## src/rtl/not_gate_rr_arbiter.sv

```systemverilog
// ============================================================================
// Module      : not_gate_rr_arbiter
// Description : Round-robin arbiter sharing one WIDTH-bit inverter among
//               N_REQ requesters, with a registered single-entry output stage.
//               Optional macro NOT_GATE_ARB_GRANT_CNT_EN adds a 16-bit
//               transfer counter port (grant_cnt).
// Revision    : 1.0 - initial release
// ============================================================================
`default_nettype none

module not_gate_rr_arbiter #(
    parameter int N_REQ = 4,
    parameter int WIDTH = 8,
    parameter int ID_W  = 2
) (
    input  logic                   clk,
    input  logic                   rst_n,
    input  logic [N_REQ-1:0]       req_valid,
    input  logic [N_REQ*WIDTH-1:0] req_data,
    output logic [N_REQ-1:0]       req_ready,
    output logic                   out_valid,
    output logic [WIDTH-1:0]       out_data,
    output logic [ID_W-1:0]        out_id,
    input  logic                   out_ready
`ifdef NOT_GATE_ARB_GRANT_CNT_EN
    ,
    output logic [15:0]            grant_cnt
`endif
);

    localparam logic [ID_W-1:0] LAST_IDX = ID_W'(N_REQ - 1);

    logic [ID_W-1:0]  ptr;
    logic [N_REQ-1:0] gnt;
    logic             found;
    logic [ID_W-1:0]  win_idx;
    logic [WIDTH-1:0] win_data;
    logic             can_accept;
    logic             xfer;

    // Search starts at ptr and wraps; the first valid requester wins.
    always_comb begin
        gnt      = '0;
        found    = 1'b0;
        win_idx  = '0;
        win_data = '0;
        for (int k = 0; k < N_REQ; k++) begin
            int idx;
            idx = int'(ptr) + k;
            if (idx >= N_REQ) idx = idx - N_REQ;
            if (!found && req_valid[idx]) begin
                found    = 1'b1;
                gnt[idx] = 1'b1;
                win_idx  = ID_W'(idx);
                win_data = req_data[idx*WIDTH +: WIDTH];
            end
        end
    end

    assign can_accept = !out_valid || out_ready;
    assign xfer       = rst_n && found && can_accept;

    // Gating with rst_n keeps all ready bits low while reset is held.
    generate
        for (genvar g = 0; g < N_REQ; g++) begin : g_ready
            assign req_ready[g] = rst_n & can_accept & gnt[g];
        end
    endgenerate

    always_ff @(posedge clk or negedge rst_n) begin
        if (!rst_n) begin
            out_valid <= 1'b0;
            out_data  <= '0;
            out_id    <= '0;
            ptr       <= '0;
        end else if (xfer) begin
            out_valid <= 1'b1;
            out_data  <= ~win_data;
            out_id    <= win_idx;
            ptr       <= (win_idx == LAST_IDX) ? '0 : win_idx + 1'b1;
        end else if (out_ready) begin
            out_valid <= 1'b0;
        end
    end

`ifdef NOT_GATE_ARB_GRANT_CNT_EN
    always_ff @(posedge clk or negedge rst_n) begin
        if (!rst_n) begin
            grant_cnt <= 16'h0000;
        end else if (xfer) begin
            grant_cnt <= grant_cnt + 16'h0001;
        end
    end
`endif

endmodule

`default_nettype wire

```

## config.mk

```make
export PLATFORM = sky130hd
export DESIGN_NAME = not_gate_rr_arbiter
export DESIGN_NICKNAME = d
export VERILOG_FILES = /design/src/rtl/not_gate_rr_arbiter.sv
export SDC_FILE = /design/constraint.sdc
export NUM_CORES = 1
export LEC_CHECK = 0
export ABC_AREA = 0
export BUFFER_PORTS_ARGS = -buffer_cell sky130_fd_sc_hd__buf_2
export CORE_MARGIN = 3
export CORE_UTILIZATION = 30
export CTS_CLUSTER_SIZE = 24
export DETAILED_ROUTE_END_ITERATION = 7
export GPL_ROUTABILITY_DRIVEN = 0
export PLACE_DENSITY = 0.47
export REMOVE_ABC_BUFFERS = 1
export SYNTH_ARGS = -nofsm -noshare
export SYNTH_HDL_FRONTEND = slang
export SYNTH_SLANG_ARGS = --single-unit
```

## constraint.sdc

```tcl
create_clock -name clk -period 4.25 [get_ports clk]
set_clock_uncertainty 0.1 [all_clocks]
set_input_delay 0 -clock clk [delete_from_list [all_inputs] [get_ports clk]]
set_output_delay 0 -clock clk [all_outputs]
set_load 0.01 [all_outputs]
```

==> flow_metrics.env, run 1 <==
export IMPL_clockBufferDepth=2
export IMPL_die_w_um=89.7
export IMPL_seq_area_um2=327
export IMPL_grt_pass1_wl_um=10300
export IMPL_critPathKind="flip-flop to flip-flop"
export IMPL_critPathMaxFanout=21
export IMPL_rrSetupSlack_ns=0.76
export IMPL_cts_tree="done"
export IMPL_r2r_start="ptr[0]$_DFFE_PN0P_"
export IMPL_fillers=678
export IMPL_r2r_end="ptr[1]$_DFFE_PN0P_"
export IMPL_hp_class="input port to flip-flop"
export IMPL_synthFlopType="dfrtp_1"
export IMPL_cp_slowest_cell="mux4_2"
export IMPL_antenna_found_initial=0
export IMPL_grt_pass1_vias=2016
export IMPL_grt_setup_unrepaired="false"
export IMPL_layout_commonest_cell="buf_2"
export IMPL_critPathBufInv=1
export IMPL_track_usage_pct=15.5
export IMPL_yosysWarnings=0
export IMPL_yosys_register_bits=13
export IMPL_die_h_um=89.7
export IMPL_clock_root_buffer="clkbuf_8"
export IMPL_ir_drop_mv=0.339
export IMPL_place_area_um2=2430
export IMPL_grt_use_met1_pct=22.1
export IMPL_async_reset_ff_share_pct=100
export IMPL_finalHoldViolations=0
export IMPL_final_core_util_pct=37.8
export IMPL_design_area_um2=2480
export IMPL_cts_sinks=13
export IMPL_instances_no_fill=345
export IMPL_drive_gt1_share_pct=40.9
export IMPL_num_vias=1929
export IMPL_arrival_ns=3.53
export IMPL_slew_headroom_pct=47.8
export IMPL_antenna_left=0
export IMPL_critPathCaptureType="flip-flop"
export IMPL_whs_endpoint="out_valid$_DFFE_PN0P_"
export IMPL_core_um2=6570
export IMPL_grt_use_met2_pct=25.3
export IMPL_clkTransAtPathRegs_ns=0.07
export IMPL_rr_worst_depth=7
export IMPL_critPathMaxStageDelay_ns=0.76
export IMPL_drc=0
export IMPL_p_per_area_nw_per_um2=805
export IMPL_drtPass1Iterations=4
export IMPL_drtIter0Drc=113
export IMPL_io_pins=54
export IMPL_place_inst=340
export IMPL_yosysUniqueCellTypes=37
export IMPL_syn_area_um2=2100
export IMPL_max_freq_mhz=287
export IMPL_finalSetupViolCount=0
export IMPL_tightest_slew_ns=0.779
export IMPL_crit_family="multiplexers"
export IMPL_start_kind="flip-flop"
export IMPL_num_antenna_cells=0
export IMPL_whs_path_depth=3
export IMPL_syn_mean_instance_area_um2=10.1
export IMPL_synth_edf_count=0
export IMPL_areaGrowthSynthToFinish_pct=18.2
export IMPL_multi_input_area_um2=1630
export IMPL_gr_usage_met3_pct=2.00
export IMPL_min_delay_start="out_ready"
export IMPL_vias_per_cell=5.59
export IMPL_final_cell_mix="buf_2, mux4_2, mux2i_1"
export IMPL_post_drt_wl_per_cell_um=17.7
export IMPL_hpwl_um=4430
export IMPL_start_util_pct=32.0
export IMPL_grt_busiest_layer="met2"
export IMPL_required_ns=4.30
export IMPL_grt_max_degree=39
export IMPL_floorplan_rows=29
export IMPL_finalWorstPathRequiredPeriod_ns=3.49
export IMPL_leakage_nw=1.04
export IMPL_fin_crit_sh_pct=82.0
export IMPL_ys_seq_area_share_pct=15.5
export IMPL_cap_violations=0
export IMPL_cp_cell_sequence="buf_4 -> mux4_2 -> or2_4 -> nor2_1 -> o32a_1 -> ha_1 -> mux2_2"
export IMPL_hold_ws_ns=0.0467
export IMPL_dieArea_um2=8050
export IMPL_synth_cells=209
export IMPL_layout_nets=300
export IMPL_io_buffer_count=53
export IMPL_overflow=0
export IMPL_clock_latency_ns=0.26
export IMPL_cts_made_buffers=3
export IMPL_maxSlewViolCount=0
export IMPL_routed_wl_um=6100
export IMPL_outcome="complete, no violations"
export IMPL_htree_levels=1
layout make-up:
cell class              count  share of cell area (%)
repair buffers             61                    13.2
inverters                  10                    1.51
clock buffers               4                    1.81
multi-input cells         164                    65.6
well taps                  93                    4.69
flip-flops and latches     13                    13.1
cell usage after synthesis (all sizes together) (2+ instances only):
cell | number | area (um2)
nand3 | 7 | 35.0
o21ai | 4 | 20.0
mux4 | 28 | 631
o31ai | 8 | 60.1
and3 | 7 | 43.8
ha | 8 | 100
nand3b | 2 | 15.0
nand2b | 5 | 31.3
a21oi | 13 | 65.1
inv | 9 | 33.8
a221oi | 8 | 70.1
buf | 12 | 71.3
o211ai | 2 | 15.0
mux2 | 3 | 33.8
o221ai | 7 | 61.3
clkbuf | 10 | 37.5
or2 | 6 | 40.0
nor2b | 3 | 18.8
mux2i | 17 | 170
a22oi | 8 | 60.1
nand2 | 16 | 60.1
nor2 | 4 | 17.5
dfrtp | 13 | 325
what timing repair did:
action / 4_1_cts / 5_1_grt
gates resized for setup: 0 / 0
hold endpoints to repair: 13 / 0
hold buffers: 1 / 0
setup buffers: 0 / 0
sequential cells by signal (all words and copies together) (netlist names):
name       flops
out_data       8
out_id         2
ptr            2
out_valid      1
worst max-delay path by stage:
| stage | cells past startpoint | to | slack (ns) | startpoint |
|---|---|---|---|---|
| 2_1_floorplan | 8 | ptr[1]$_DFFE_PN0P_ | -1.11 | ptr[0]$_DFFE_PN0P_ |
| 3_3_place_gp | 7 | ptr[1]$_DFFE_PN0P_ | 0.82 | ptr[0]$_DFFE_PN0P_ |
| 3_5_place_dp | 7 | ptr[1]$_DFFE_PN0P_ | 0.77 | ptr[0]$_DFFE_PN0P_ |
| 4_1_cts | 7 | ptr[1]$_DFFE_PN0P_ | 0.75 | ptr[0]$_DFFE_PN0P_ |
| 5_1_grt | 7 | ptr[1]$_DFFE_PN0P_ | 0.57 | ptr[0]$_DFFE_PN0P_ |
| 6_report | 7 | ptr[1]$_DFFE_PN0P_ | 0.76 | ptr[0]$_DFFE_PN0P_ |
stage by stage:
step                worst slack (ns)  power, mW  TNS (ns)
finish                         0.764       2.00         0
global route                   0.569       2.20         0
CTS                            0.746       2.02         0
detailed placement             0.765       1.89         0
global placement               0.824       1.90         0
floorplan                      -1.11       1.48    -13.65
worst min-delay path, stage by stage:
cell and delay, ns:
buf_2 0.07, nand2b_1 0.22, nand2_1 0.07
per-layer routing:
layer | vias to the layer above | share of wire [%]
li1 | 930 | -
met1 | 954 | 48
met4 | 0 | 0.90
met3 | 6 | 3.3
met5 | - | 0
met2 | 39 | 48
power breakdown:
part	switching, mW	internal, mW	total [mW]
clock network	0.0548	0.0666	0.121
logic	0.889	0.771	1.66
registers	0.0306	0.187	0.218
total	0.974	1.02	2.00
cell families after synthesis:
logic type               count (synthesis)  synth area share, %
AO/OA/AOI/OAI                           56                 19.9
XOR/XNOR                                 1                0.417
adder cells (fa/ha/maj)                  8                 4.76
buffers and inverters                   32                 6.96
flip-flops                              13                 15.5
multiplexers                            48                 39.7
AND/OR/NAND/NOR                         51                 12.7
Power figures use the tool's default switching activity.
==> run 2: changes to the inputs <==
Settings changed: ABC_AREA 0 to 1, PLACE_DENSITY 0.47 to 0.49.
Clock period 4.25 ns to 2.8 ns, I/O delays scaled along.
==> run 2 against run 1 <==
  * Synthesized area increased by 5.5%
  * Global-route usage grew 0.35 points
  * Cell area increased by 4.6%
  * Setup slack worse by 0.39 ns
  * Clock-buffer cell count unchanged
  * Sequential share of layout area down 0.63 points
  * Flip-flop and latch count unchanged
  * Critical path type unchanged
  * Critical endpoint unchanged
  * Largest cell class unchanged
  * Largest power group unchanged
==> flow_metrics.env, run 2 <==
export IMPL_outcome="complete, no violations"
export IMPL_place_inst=543
export IMPL_grt_pass1_vias=2288
export IMPL_multi_input_area_um2=1640
export IMPL_start_kind="flip-flop"
export IMPL_drtIter0Drc=142
export IMPL_vias_per_cell=4.64
export IMPL_die_h_um=92.0
export IMPL_crit_path_frequent_cell="nand2_1"
export IMPL_critPathMaxStageDelay_ns=0.42
export IMPL_track_usage_pct=15.9
export IMPL_rrSetupSlack_ns=0.37
export IMPL_postCtsSetupBuffers=0
export IMPL_reg_top3="out_data: 8 flops, out_id: 2 flops, ptr: 2 flops"
export IMPL_critPathLaunch="ptr[0]$_DFFE_PN0P_"
export IMPL_slew_headroom_pct=57.4
export IMPL_critPathMaxFanout=46
export IMPL_synth_cells=406
export IMPL_max_freq_mhz=411
export IMPL_seqPwrFrac_pct=10.0
export IMPL_layout_commonest_cell="nand2_1"
export IMPL_hp_class="input port to asynchronous set/reset pin"
export IMPL_io_pins=54
export IMPL_dieArea_um2=8460
export IMPL_grt_pass1_wl_um=11000
export IMPL_cts_made_buffers=3
export IMPL_tightest_slew_ns=0.637
export IMPL_yosys_register_bits=13
export IMPL_cp_cell_sequence="buf_4 -> nand2_1 -> nand3_2 -> nand2_4 -> inv_2 -> nand4_4 -> nand3_1 -> and2_1 -> ha_1 -> nand2_1 -> o21ai_1"
export IMPL_place_area_um2=2530
export IMPL_critPathCaptureType="flip-flop"
export IMPL_floorplan_rows=30
export IMPL_core_um2=6980
export IMPL_synth_top_cell_area_share_pct=32.8
export IMPL_clkTransAtPathRegs_ns=0.05
export IMPL_r2r_start="ptr[0]$_DFFE_PN0P_"
export IMPL_required_ns=2.82
export IMPL_areaGrowthSynthToFinish_pct=17.1
export IMPL_cts_tree="done"
export IMPL_critPathKind="flip-flop to flip-flop"
export IMPL_p_clk_share_pct=4.9
export IMPL_synthFlopType="dfrtp_1"
export IMPL_fin_crit_sh_pct=86.8
export IMPL_io_buffer_count=53
export IMPL_grt_max_degree=47
export IMPL_fin_ws_ns=0.369
export IMPL_die_w_um=92.0
export IMPL_finalWorstPathRequiredPeriod_ns=2.43
export IMPL_num_vias=2549
export IMPL_post_drt_wl_per_cell_um=12.1
export IMPL_design_area_um2=2600
export IMPL_rr_worst_depth=11
export IMPL_final_cell_mix="nand2_1, buf_2, nand3_1"
export IMPL_antenna_found_initial=0
export IMPL_yosysUniqueCellTypes=28
export IMPL_finalSetupViolCount=0
export IMPL_async_reset_ff_share_pct=100
export IMPL_finalHoldViolations=0
export IMPL_yosysWarnings=0
export IMPL_synth_area_top_cells="nand2_1, dfrtp_1, nand3_1"
export IMPL_cap_violations=0
export IMPL_synth_largest_area_cell="nand2_1"
export IMPL_clock_latency_ns=0.24
export IMPL_syn_area_um2=2220
export IMPL_drive_gt1_share_pct=19.4
export IMPL_swShare_pct=60.1
export IMPL_fillers=819
export IMPL_pwr_share_comb_pct=85.1
export IMPL_synth_edf_count=0
export IMPL_ir_drop_mv=0.418
export IMPL_seq_area_um2=325
export IMPL_hpwl_um=5020
export IMPL_cp_depth=11
export IMPL_htree_levels=1
export IMPL_num_antenna_cells=0
export IMPL_critPathBufInv=2
export IMPL_start_util_pct=31.8
export IMPL_arrival_ns=2.45
export IMPL_clock_root_buffer="clkbuf_8"
export IMPL_maxSlewViolCount=0
export IMPL_drtPass1Iterations=5
export IMPL_cts_sinks=13
export IMPL_r2r_end="ptr[1]$_DFFE_PN0P_"
export IMPL_switching_power_mw=2.00
export IMPL_cp_slowest_cell="dfrtp_1"
export IMPL_clockBufferDepth=2
export IMPL_ys_seq_area_share_pct=14.7
export IMPL_largest_reg_flops=8
export IMPL_grt_setup_unrepaired="false"
export IMPL_antenna_left=0
export IMPL_p_per_area_nw_per_um2=1280
export IMPL_drc=0
export IMPL_crit_end="ptr[1]$_DFFE_PN0P_"
export IMPL_p_int_mw=1.33
export IMPL_layout_nets=501
export IMPL_leakage_nw=1.48
export IMPL_syn_mean_instance_area_um2=5.46
export IMPL_crit_family="simple AND/OR/NAND/NOR gates"
export IMPL_routed_wl_um=6660
export IMPL_tns_ns=0
export IMPL_dp_slack_ns=0.359
export IMPL_yosysMostFrequentCell="nand2_1"
export IMPL_overflow=0
export IMPL_regMostFlops="out_data"
export IMPL_ys_top_cells_by_count="nand2_1, nand3_1, nor2_1"
export IMPL_instances_no_fill=549
[run 2: repair_timing]
item                                   CTS  global route
setup endpoints to repair                0             3
gates resized for setup                  0             1
endpoints found under the hold margin   14             0
hold buffers                             2             0
[run 2: cell type report]
| cell class | instances | area share, % |
|---|---|---|
| Timing Repair Buffer | 64 | 13.6 |
| Sequential cell | 13 | 12.5 |
| Clock buffer | 4 | 1.73 |
| Multi-Input combinational cell | 343 | 63.2 |
| Tap cell | 96 | 4.62 |
| Inverter | 29 | 4.38 |
[run 2: metrics by stage]
step	power, mW	utilization (%)	hold slack, ns
after floorplan	2.36	-	-0.396
after global placement	3.16	36.2	-0.187
after detailed placement	3.18	36.2	-0.185
after CTS	3.36	37.2	0.0913
after global routing	3.78	37.2	0.123
final	3.33	37.2	0.0884
[run 2: worst min path at each step]
stage	to	cells past startpoint	from	slack (ns)
finish	out_data[7]$_DFFE_PN0P_	2	rst_n	0.09
global route	ptr[0]$_DFFE_PN0P_	2	rst_n	0.12
CTS	out_data[7]$_DFFE_PN0P_	2	rst_n	0.09
detailed placement	out_data[5]$_DFFE_PN0P_	1	rst_n	-0.18
global placement	out_data[5]$_DFFE_PN0P_	1	rst_n	-0.19
floorplan	out_data[0]$_DFFE_PN0P_	0	rst_n	-0.40
[run 2: metal layers]
layer / up-vias / routed length, um / GRT usage, %
li1: 1390 / - / -
met1: 1082 / 3450 / 23.3
met2: 73 / 2820 / 25.2
met3: 4 / 364 / 1.31
met4: 0 / 33 / 3.34
met5: - / 0 / 0
[run 2: power by group through the flow]
stage / Sequential, mW / Clock (mW) / Combinational [mW]
after detailed placement: 0.338 / 0 / 2.84
after floorplan: 0.460 / 0 / 1.90
final: 0.334 / 0.164 / 2.84
after global placement: 0.336 / 0 / 2.82
after CTS: 0.336 / 0.172 / 2.85
after global routing: 0.347 / 0.186 / 3.24
[run 2: cells by family (layout without fill, tap and decap cells)]
family / Yosys count / after routing / share of synthesized area [%]
compound gates: 34 / 34 / 9.14
buf+inv: 50 / 97 / 11.6
simple gates: 301 / 301 / 60.1
flops: 13 / 13 / 14.7
fa+ha+maj: 8 / 8 / 4.51
